### config.mk
export PLATFORM = sky130hd
export DESIGN_NAME = vend_pay_sched
export DESIGN_NICKNAME = d
export VERILOG_FILES = /design/src/rtl/vend_pay_sched.sv
export SDC_FILE = /design/constraint.sdc
export NUM_CORES = 1
export LEC_CHECK = 0
export CORE_MARGIN = 10
export CORE_UTILIZATION = 30
export DETAILED_ROUTE_END_ITERATION = 7
export DONT_BUFFER_PORTS = 1
export GPL_ROUTABILITY_DRIVEN = 0
export HOLD_SLACK_MARGIN = 0.08
export PLACE_DENSITY_LB_ADDON = 0.05
export SYNTH_ARGS = -nofsm -noshare
export SYNTH_HDL_FRONTEND = slang
export SYNTH_SLANG_ARGS = --single-unit
export TNS_END_PERCENT = 10
### constraint.sdc
create_clock -name sys_clk -period 6.2 [get_ports sys_clk]
set_input_delay 0.93 -clock sys_clk [delete_from_list [all_inputs] [get_ports sys_clk]]
set_output_delay 0.93 -clock sys_clk [all_outputs]
set_load 0.01 [all_outputs]
### src/rtl/vend_pay_sched.sv
// vend_pay_sched: two-channel coin FIFO scheduler in front of the cola core.
// Ports: sys_clk, sys_rst_n (sync, active-low); a_*/b_* coin pulses;
//   pi_cola/pi_change core replies; po_money_* coins to the core;
//   cola/change/drop/timeout pulses per channel; sold_cnt; sticky sync_err.
module vend_pay_sched #(
  parameter int FIFO_DEPTH = 4,
  parameter int GAP        = 2,
  parameter int TIMEOUT    = 1000
) (
  input  logic        sys_clk,
  input  logic        sys_rst_n,
  input  logic        a_half,
  input  logic        a_one,
  input  logic        b_half,
  input  logic        b_one,
  input  logic        pi_cola,
  input  logic        pi_change,
  output logic        po_money_half,
  output logic        po_money_one,
  output logic        cola_a,
  output logic        cola_b,
  output logic        change_a,
  output logic        change_b,
  output logic        drop_a,
  output logic        drop_b,
  output logic        timeout_a,
  output logic        timeout_b,
  output logic [15:0] sold_cnt,
  output logic        sync_err
);

  localparam int AW = $clog2(FIFO_DEPTH);
  localparam int CW = AW + 1;
  localparam int GW = $clog2(GAP + 1);
  localparam int IW = $clog2(TIMEOUT + 1);
  localparam logic [CW-1:0] FULL = CW'(FIFO_DEPTH);
  localparam logic [GW-1:0] GAP_LD = GW'(GAP - 1);
  localparam logic [IW-1:0] IDLE_LAST = IW'(TIMEOUT - 1);

  localparam logic [1:0] S_IDLE  = 2'd0;
  localparam logic [1:0] S_SERVE = 2'd1;
  localparam logic [1:0] S_WAIT  = 2'd2;

  // index 0 is channel A, index 1 is channel B
  logic [1:0] coin_h, coin_o;
  assign coin_h = {b_half, a_half};
  assign coin_o = {b_one, a_one};

  logic [FIFO_DEPTH-1:0] mem_q [2];
  logic [FIFO_DEPTH-1:0] mem_d [2];
  logic [AW-1:0] wp_q [2];
  logic [AW-1:0] wp_d [2];
  logic [AW-1:0] rp_q [2];
  logic [AW-1:0] rp_d [2];
  logic [CW-1:0] cnt_q [2];
  logic [CW-1:0] cnt_d [2];

  logic [1:0]    state_q, state_d;
  logic          owner_q, owner_d;
  logic          fav_q, fav_d;
  logic          phase_q, phase_d;
  logic          xchg_q, xchg_d;
  logic [2:0]    credit_q, credit_d;
  logic [GW-1:0] gap_q, gap_d;
  logic [IW-1:0] idle_q, idle_d;
  logic          po_half_q, po_half_d;
  logic          po_one_q, po_one_d;
  logic [1:0]    cola_q, cola_d;
  logic [1:0]    chg_q, chg_d;
  logic [1:0]    drop_q, drop_d;
  logic [1:0]    tout_q, tout_d;
  logic [15:0]   sold_q, sold_d;
  logic          err_q, err_d;

  logic [1:0] ne, full, vld, push, pop;
  logic       do_pop, pop_ch, head;
  logic [2:0] sum;

  assign ne   = {cnt_q[1] != '0, cnt_q[0] != '0};
  assign full = {cnt_q[1] == FULL, cnt_q[0] == FULL};
  assign vld  = coin_h ^ coin_o;
  assign pop  = {do_pop & pop_ch, do_pop & ~pop_ch};
  // a full FIFO still takes a coin when its head leaves this cycle
  assign push   = vld & (~full | pop);
  assign drop_d = (coin_h & coin_o) | (vld & full & ~pop);

  always_comb begin
    state_d  = state_q;
    owner_d  = owner_q;
    fav_d    = fav_q;
    phase_d  = phase_q;
    xchg_d   = xchg_q;
    credit_d = credit_q;
    idle_d   = idle_q;
    gap_d    = (gap_q != '0) ? gap_q - GW'(1) : gap_q;
    po_half_d = 1'b0;
    po_one_d  = 1'b0;
    cola_d = '0;
    chg_d  = '0;
    tout_d = '0;
    sold_d = sold_q;
    err_d  = err_q;
    do_pop = 1'b0;
    pop_ch = owner_q;
    head   = 1'b0;
    sum    = credit_q;
    unique case (state_q)
      S_IDLE: begin
        if (gap_q == '0 && ne != '0) begin
          pop_ch  = (&ne) ? fav_q : ne[1];
          owner_d = pop_ch;
          do_pop  = 1'b1;
          state_d = S_SERVE;
          idle_d  = '0;
        end
      end
      S_SERVE: begin
        if (ne[owner_q]) begin
          if (gap_q == '0) begin
            do_pop = 1'b1;
            idle_d = '0;
          end
        end else if (idle_q == IDLE_LAST) begin
          // credit stays: the core still holds it
          tout_d[owner_q] = 1'b1;
          fav_d   = ~owner_q;
          state_d = S_IDLE;
          idle_d  = '0;
        end else begin
          idle_d = idle_q + IW'(1);
        end
      end
      S_WAIT: begin
        if (!phase_q) begin
          phase_d = 1'b1;
        end else begin
          cola_d[owner_q] = pi_cola;
          chg_d[owner_q]  = pi_change;
          if (pi_cola) sold_d = sold_q + 16'd1;
          if (!pi_cola || pi_change != xchg_q) err_d = 1'b1;
          fav_d   = ~owner_q;
          phase_d = 1'b0;
          state_d = S_IDLE;
        end
      end
      default: state_d = S_IDLE;
    endcase
    // core replies are only legal in the sampling phase
    if (!(state_q == S_WAIT && phase_q) && (pi_cola || pi_change))
      err_d = 1'b1;
    if (do_pop) begin
      head      = mem_q[pop_ch][rp_q[pop_ch]];
      po_one_d  = head;
      po_half_d = ~head;
      gap_d     = GAP_LD;
      sum       = credit_q + (head ? 3'd2 : 3'd1);
      if (sum >= 3'd5) begin
        credit_d = 3'd0;
        xchg_d   = (sum == 3'd6);
        phase_d  = 1'b0;
        state_d  = S_WAIT;
      end else begin
        credit_d = sum;
      end
    end
  end

  always_comb begin
    for (int c = 0; c < 2; c++) begin
      mem_d[c] = mem_q[c];
      wp_d[c]  = wp_q[c];
      rp_d[c]  = rp_q[c];
      if (push[c]) begin
        mem_d[c][wp_q[c]] = coin_o[c];
        wp_d[c] = wp_q[c] + AW'(1);
      end
      if (pop[c]) rp_d[c] = rp_q[c] + AW'(1);
      cnt_d[c] = cnt_q[c] + CW'(push[c]) - CW'(pop[c]);
    end
  end

  always_ff @(posedge sys_clk) begin
    if (!sys_rst_n) begin
      for (int c = 0; c < 2; c++) begin
        mem_q[c] <= '0;
        wp_q[c]  <= '0;
        rp_q[c]  <= '0;
        cnt_q[c] <= '0;
      end
      state_q   <= S_IDLE;
      owner_q   <= 1'b0;
      fav_q     <= 1'b0;
      phase_q   <= 1'b0;
      xchg_q    <= 1'b0;
      credit_q  <= '0;
      gap_q     <= '0;
      idle_q    <= '0;
      po_half_q <= 1'b0;
      po_one_q  <= 1'b0;
      cola_q    <= '0;
      chg_q     <= '0;
      drop_q    <= '0;
      tout_q    <= '0;
      sold_q    <= '0;
      err_q     <= 1'b0;
    end else begin
      for (int c = 0; c < 2; c++) begin
        mem_q[c] <= mem_d[c];
        wp_q[c]  <= wp_d[c];
        rp_q[c]  <= rp_d[c];
        cnt_q[c] <= cnt_d[c];
      end
      state_q   <= state_d;
      owner_q   <= owner_d;
      fav_q     <= fav_d;
      phase_q   <= phase_d;
      xchg_q    <= xchg_d;
      credit_q  <= credit_d;
      gap_q     <= gap_d;
      idle_q    <= idle_d;
      po_half_q <= po_half_d;
      po_one_q  <= po_one_d;
      cola_q    <= cola_d;
      chg_q     <= chg_d;
      drop_q    <= drop_d;
      tout_q    <= tout_d;
      sold_q    <= sold_d;
      err_q     <= err_d;
    end
  end

  assign po_money_half = po_half_q;
  assign po_money_one  = po_one_q;
  assign cola_a    = cola_q[0];
  assign cola_b    = cola_q[1];
  assign change_a  = chg_q[0];
  assign change_b  = chg_q[1];
  assign drop_a    = drop_q[0];
  assign drop_b    = drop_q[1];
  assign timeout_a = tout_q[0];
  assign timeout_b = tout_q[1];
  assign sold_cnt  = sold_q;
  assign sync_err  = err_q;

endmodule

# Word level (Yosys, flattened, before mapping)
# Memory sizes are Yosys's and may differ from the RTL's.
# Cells that the tools add are included.
op_classes:
  bitwise: 27
  n_reduce_logical: 32
  n_addsub: 12
  order_cmp: 8
  n_eq_ne: 12
  mux: 63
op_table:
  columns: ["operator", "n"]
  rows:
  - ["$mux 10", 4]
  - ["$mux 2", 15]
  - ["$mux 1", 27]
  - ["$pmux 10 s2", 1]
  - ["$add 16x1->16 const B", 1]
  - ["$mux 4", 4]
  - ["$reduce_bool 2->1", 8]
  - ["$and 2x2->2", 6]
  - ["$reduce_and 3->1", 4]
  - ["$add 10x1->10 const B", 1]
  - ["$eq 10x10->1 const B", 1]
  - ["$eq 3x3->1 const B", 3]
  - ["$lt 2x3->1 const B", 3]
  - ["$mux 3", 3]
  - ["$add 2x1->2 const B", 4]
  - ["$bwmux 4", 2]
  - ["$ne 2x2->1 const B", 4]
  - ["$or 1x1->1", 8]
  - ["$add 3x1->3", 2]
  - ["$logic_and 1x1->1", 6]
  - ["$not 1->1", 6]
  - ["$pmux 2 s3", 1]
  - ["$reduce_and 2->1", 3]
  - ["$reduce_bool 3->1", 2]
  - ["other kinds (25)", 35]
word_totals:
  output_inout_bits: 27
  reg_bits: 48
  inputBits: 8
  n_memories: 4
  ramBits: 22
  word_cells: 175
mem_list:
  columns: ["memory", "words", "width", "rd", "rd_clocked_by_memory_dff", "write_ports", "line", "text"]
  rows:
  - ["mem_q", 2, 4, 3, 0, 2, "49", "logic [FIFO_DEPTH-1:0] mem_q [2];"]
  - ["cnt_q", 2, 3, 2, 0, 2, "55", "logic [CW-1:0] cnt_q [2];"]
  - ["rp_q", 2, 2, 3, 0, 2, "53", "logic [AW-1:0] rp_q [2];"]
  - ["wp_q", 2, 2, 2, 0, 2, "51", "logic [AW-1:0] wp_q [2];"]

# Depth between registers and ports, before layout
# An unclocked memory read counts as a cell.
depth:
  depth_word: 14
  mapped_depth: 13
  ltp_nobuf: 13

# Worst setup path before layout
# Ideal clock, no wire load.
synth_timing:
  path_kind: "register to register"
  from: "register gap_q[0]"
  to: "register credit_q[2]"
  t_required_ps: 6125
  n_path_buf: 0
  stages_incl_launch_ff: 13
  setup_ps: 75
  path_slack_ps: 3282
  period_less_slack_ps: 2918
  arrival_time_ps: 2843
  cell_sequence: "dfxtp_1 -> inv_1 -> ha_1 -> nor3b_2 -> and3_4 -> nor2_1 -> mux2_2 -> inv_1 -> ha_1 -> ha_1 -> or2_2 -> or4_1 -> a31oi_1"
synth_via:
  elab_chain_len: 11
  elab_cells_between_ends: 16
  classes_between: "add/sub: 1; order compare: 1; mux: 10; reduce/logical: 2; memory: 2"
synth_rtl:
  columns: ["element", "line", "text"]
  rows:
  - ["start, declared", "64", "logic [GW-1:0] gap_q, gap_d;"]
  - ["start signal, assigned", "219", "gap_q <= gap_d;"]
  - ["$logic_not 2->1 *", "109, 119", null]
  - ["$logic_and 1x1->1", "109", "if (gap_q == '0 && ne != '0) begin"]
  - ["$mux 1 (2 in series)", null, null]
  - ["$mem_v2 2x4 / $mem_v2 2x2 (equally long branches)", null, null]
  - ["$bmux 1 s2", "152", "head = mem_q[pop_ch][rp_q[pop_ch]];"]
  - ["$mux 1 (not written as such)", "152", null]
  - ["$mux 2", "156", "sum = credit_q + (head ? 3'd2 : 3'd1);"]
  - ["$add 3x2->3", "156", null]
  - ["$ge 3x3->1", "157", "if (sum >= 3'd5) begin"]
  - ["$mux 3", "157", null]
  - ["end signal, assigned", "218", "credit_q <= credit_d;"]
  - ["end, declared", "63", "logic [2:0] credit_q, credit_d;"]
# Mark *: on every way between the ends. The rest lies on a longest branch, timed or not. The select of a mux whose other input is x is not followed.
# A chain may end at the register's enable or synchronous reset.

# Final worst setup path
# Same ends and word-level chain as after synthesis.

==> run metrics <==
Net Switching=roughly 620 uW; slew at the pin with the worst max-slew slack=0.5835 ns; CTS tree=built; core area=11320 um^2; Total GRT Usage=under 10%; Horiz. Die Dim=around 130 um; Worst slew margin=60.93%; sequential share of the synthesized area=40.74%; largest net degree at the start of global routing=27; PwrDens=454.1 nW/um^2; worst hold path type=reg -> reg; Area Growth Syn to Fin=13.68%; Post-Synth XOR/XNOR Area=around 8.4%; complex-gate fraction of the synthesized area=9.312%; leakage=1.513 nW; via/cell ratio=4.727; Post-CTS Resized=0; crit end category=flop; GRT overflow=0; Fin. Hold Viols=0; Max Transition Viols Final=0; row cnt=39; Worst-path clk slew=0.06 ns; #FFs+latches synth=70; Post-synth EDFFs=0; DIE HEIGHT=127.1 um; # DRC=0; Detailed Routing Iterations Pass 1=4; mux share of post-synthesis cell area=3.383%; Achievable Freq=319.6 MHz; I/O pin count=35; Top FF cell, synth=dfxtp_1; Post-Synth Adder-Cell Area=8.803%; Fill cells=1184; sequential share of power=about a third; Setup TNS=0 ns; Post-CTS Setup Bufs=0; Post-Route WL=~7.5 mm; DR vias=between 2000 and 3000; Layout Nets=~430; Routed Antenna Nets=0; yosys warns=0; final worst path period need=3.129 ns; total CTS buffers=9; setup violators final=0; Yosys top cell by area=dfxtp_1; worst ir drop on vdd=0.2054 mV; I/O Buffers=0; Finished Cell Area=3910 um^2; H-tree lvl count=3; Setup crit start kind=flop; status=complete, no violations; worst setup path class=reg -> reg; Cell Area, Synth=3440 um^2; syn_area_per_cell=8.730 um^2; hpwl dp=5.465 mm; most common cell in the synthesized netlist=dfxtp_1; CTS max path bufs=2; clk root buf=clkbuf_16; largest family of logic cells by synthesized area=simple AND/OR/NAND/NOR gates; Starting Density=30.38%; Final period util=50.46%; maxcap violations=0; synth top area cells=dfxtp_1, ha_1, nor2_1; n_diodes=0; placed cell area=3578 um^2; Net Sw Frac=35.14%; RSZ-0062 raised after global routing=no; Finished Core Util=approximately a third; Clk pwr share=between 30% and 40%; Num Clock Sinks=70; top-area cell type share of the netlist area=40.74%; Netlist cell types=57; global-route wire length before repair=13.02 mm; hold_buf cts=0; DR WL/cell=about 14 um; worst-path fanout max=7; Die Area=between 15000 and 20000 um^2; syn_nets=around 430; Synth Instances=between 300 and 400; vias in the first global route=2519; Critical Path AT=approximately 3.4 ns; Initial DRC Count=103; Logic pwr share=between 30% and 40%; Final Skew=0.006740 ns; initial antenna violation count=0; internal power=1.152 mW; clk_lat worst skew=0.33 ns; commonest cells in the netlist=dfxtp_1, nor2_1, nand2_1, nand3_1, inv_1; simple-gate share of the synthesized area=about a quarter; Worst Path Required=6.46 ns; Async SR Flop Fraction=0%; layout cells sized above 1=7.268%
==> layer usage <==
| layer | part of all wire, % | vias up | track usage, % |
|---|---|---|---|
| li1 | - | 1339 | - |
| met1 | 47 | 1167 | 12.08 |
| met2 | 45 | 45 | 15.46 |
| met3 | 5.6 | 11 | 3.474 |
| met4 | 1.8 | 0 | 4.019 |
| met5 | 0 | - | 0 |
==> per-stage QoR <==
stage	hold slack (ns)	power (mW)	instances	setup WS [ns]
5_1_grt	0.4892	1.936	542	2.815
6_report	0.4674	1.776	542	3.071
2_1_floorplan	0.4380	1.081	394	3.282
3_3_place_gp	0.4562	1.213	526	3.136
3_5_place_dp	0.4637	1.213	526	3.062
4_1_cts	0.4744	1.810	542	3.044
==> logic make-up (layout without fill, tap and decap cells) <==
family | Yosys count | count (layout)
simple gates | 176 | 176
flops | 70 | 70
compound gates | 44 | 44
buf+inv | 39 | 44
xor+xnor | 33 | 33
fa+ha+maj | 23 | 23
mux | 9 | 9
==> worst max-delay path, stage by stage, from the launching register on <==
cell and delay [ns]:
dfxtp_1 0.31, inv_1 0.05, ha_1 0.26, nor3b_2 0.32, and3_4 0.27, nor2_1 0.06
mux2_2 0.27, inv_1 0.07, ha_1 0.18, ha_1 0.34, or2_2 0.35, or4_1 0.40
a31oi_1 0.17
==> power groups by stage <==
stage	logic, mW	registers [mW]	clock network, mW
floorplan	0.505	0.576	0
global placement	0.614	0.599	0
detailed placement	0.613	0.600	0
CTS	0.617	0.591	0.602
global route	0.713	0.603	0.620
finish	0.604	0.591	0.581
==> state kept, by name (all words and copies together), names as in the netlist, 2 cells and up <==
name and count:
sold_cnt 16, chg_q 2, mem_q 8, cnt_q 6, rp_q 4, drop_q 2, credit_q 3, cola_q 2
gap_q 2, idle_q 10, state_q 2, wp_q 4, tout_q 2
==> final cells by class <==
cell class                      instances  area [um^2]  area share (%)
Clock buffer                           12        236.5           6.048
Sequential cell                        70         1401           35.84
Inverter                               27        101.3           2.592
Timing Repair Buffer                    1        7.507          0.1920
Clock inverter                          4        95.09           2.432
Tap cell                              143        178.9           4.576
Multi-Input combinational cell        285         1889           48.32
==> layout by cell type (no fill, tap or decap), drive strengths merged, types with 3 or more instances in the layout <==
cell / netlist / layout
bufinv: 0 / 3
nor2: 67 / 67
nand3: 28 / 28
a21oi: 13 / 13
xnor2: 18 / 18
xor2: 15 / 15
ha: 21 / 21
mux2i: 6 / 6
dfxtp: 70 / 70
o21ai: 10 / 10
a31oi: 3 / 3
nand2b: 3 / 3
inv: 27 / 27
nand2: 29 / 29
clkbuf: 10 / 12
and2: 5 / 5
or3: 4 / 4
and3: 7 / 7
nor3: 11 / 11
nand4: 11 / 11
==> final timing paths <==
check                                   end  depth (start not counted)  slack, ns        start
worst max-delay path            credit_q[2]                         12       3.07     gap_q[0]
worst min-delay path            mem_q[0][3]                          2       0.47  mem_q[0][3]
worst max register to register  credit_q[2]                         12       3.07     gap_q[0]
worst min register to register  mem_q[0][3]                          2       0.47  mem_q[0][3]
No activity file was read; power rests on OpenSTA's default activity.
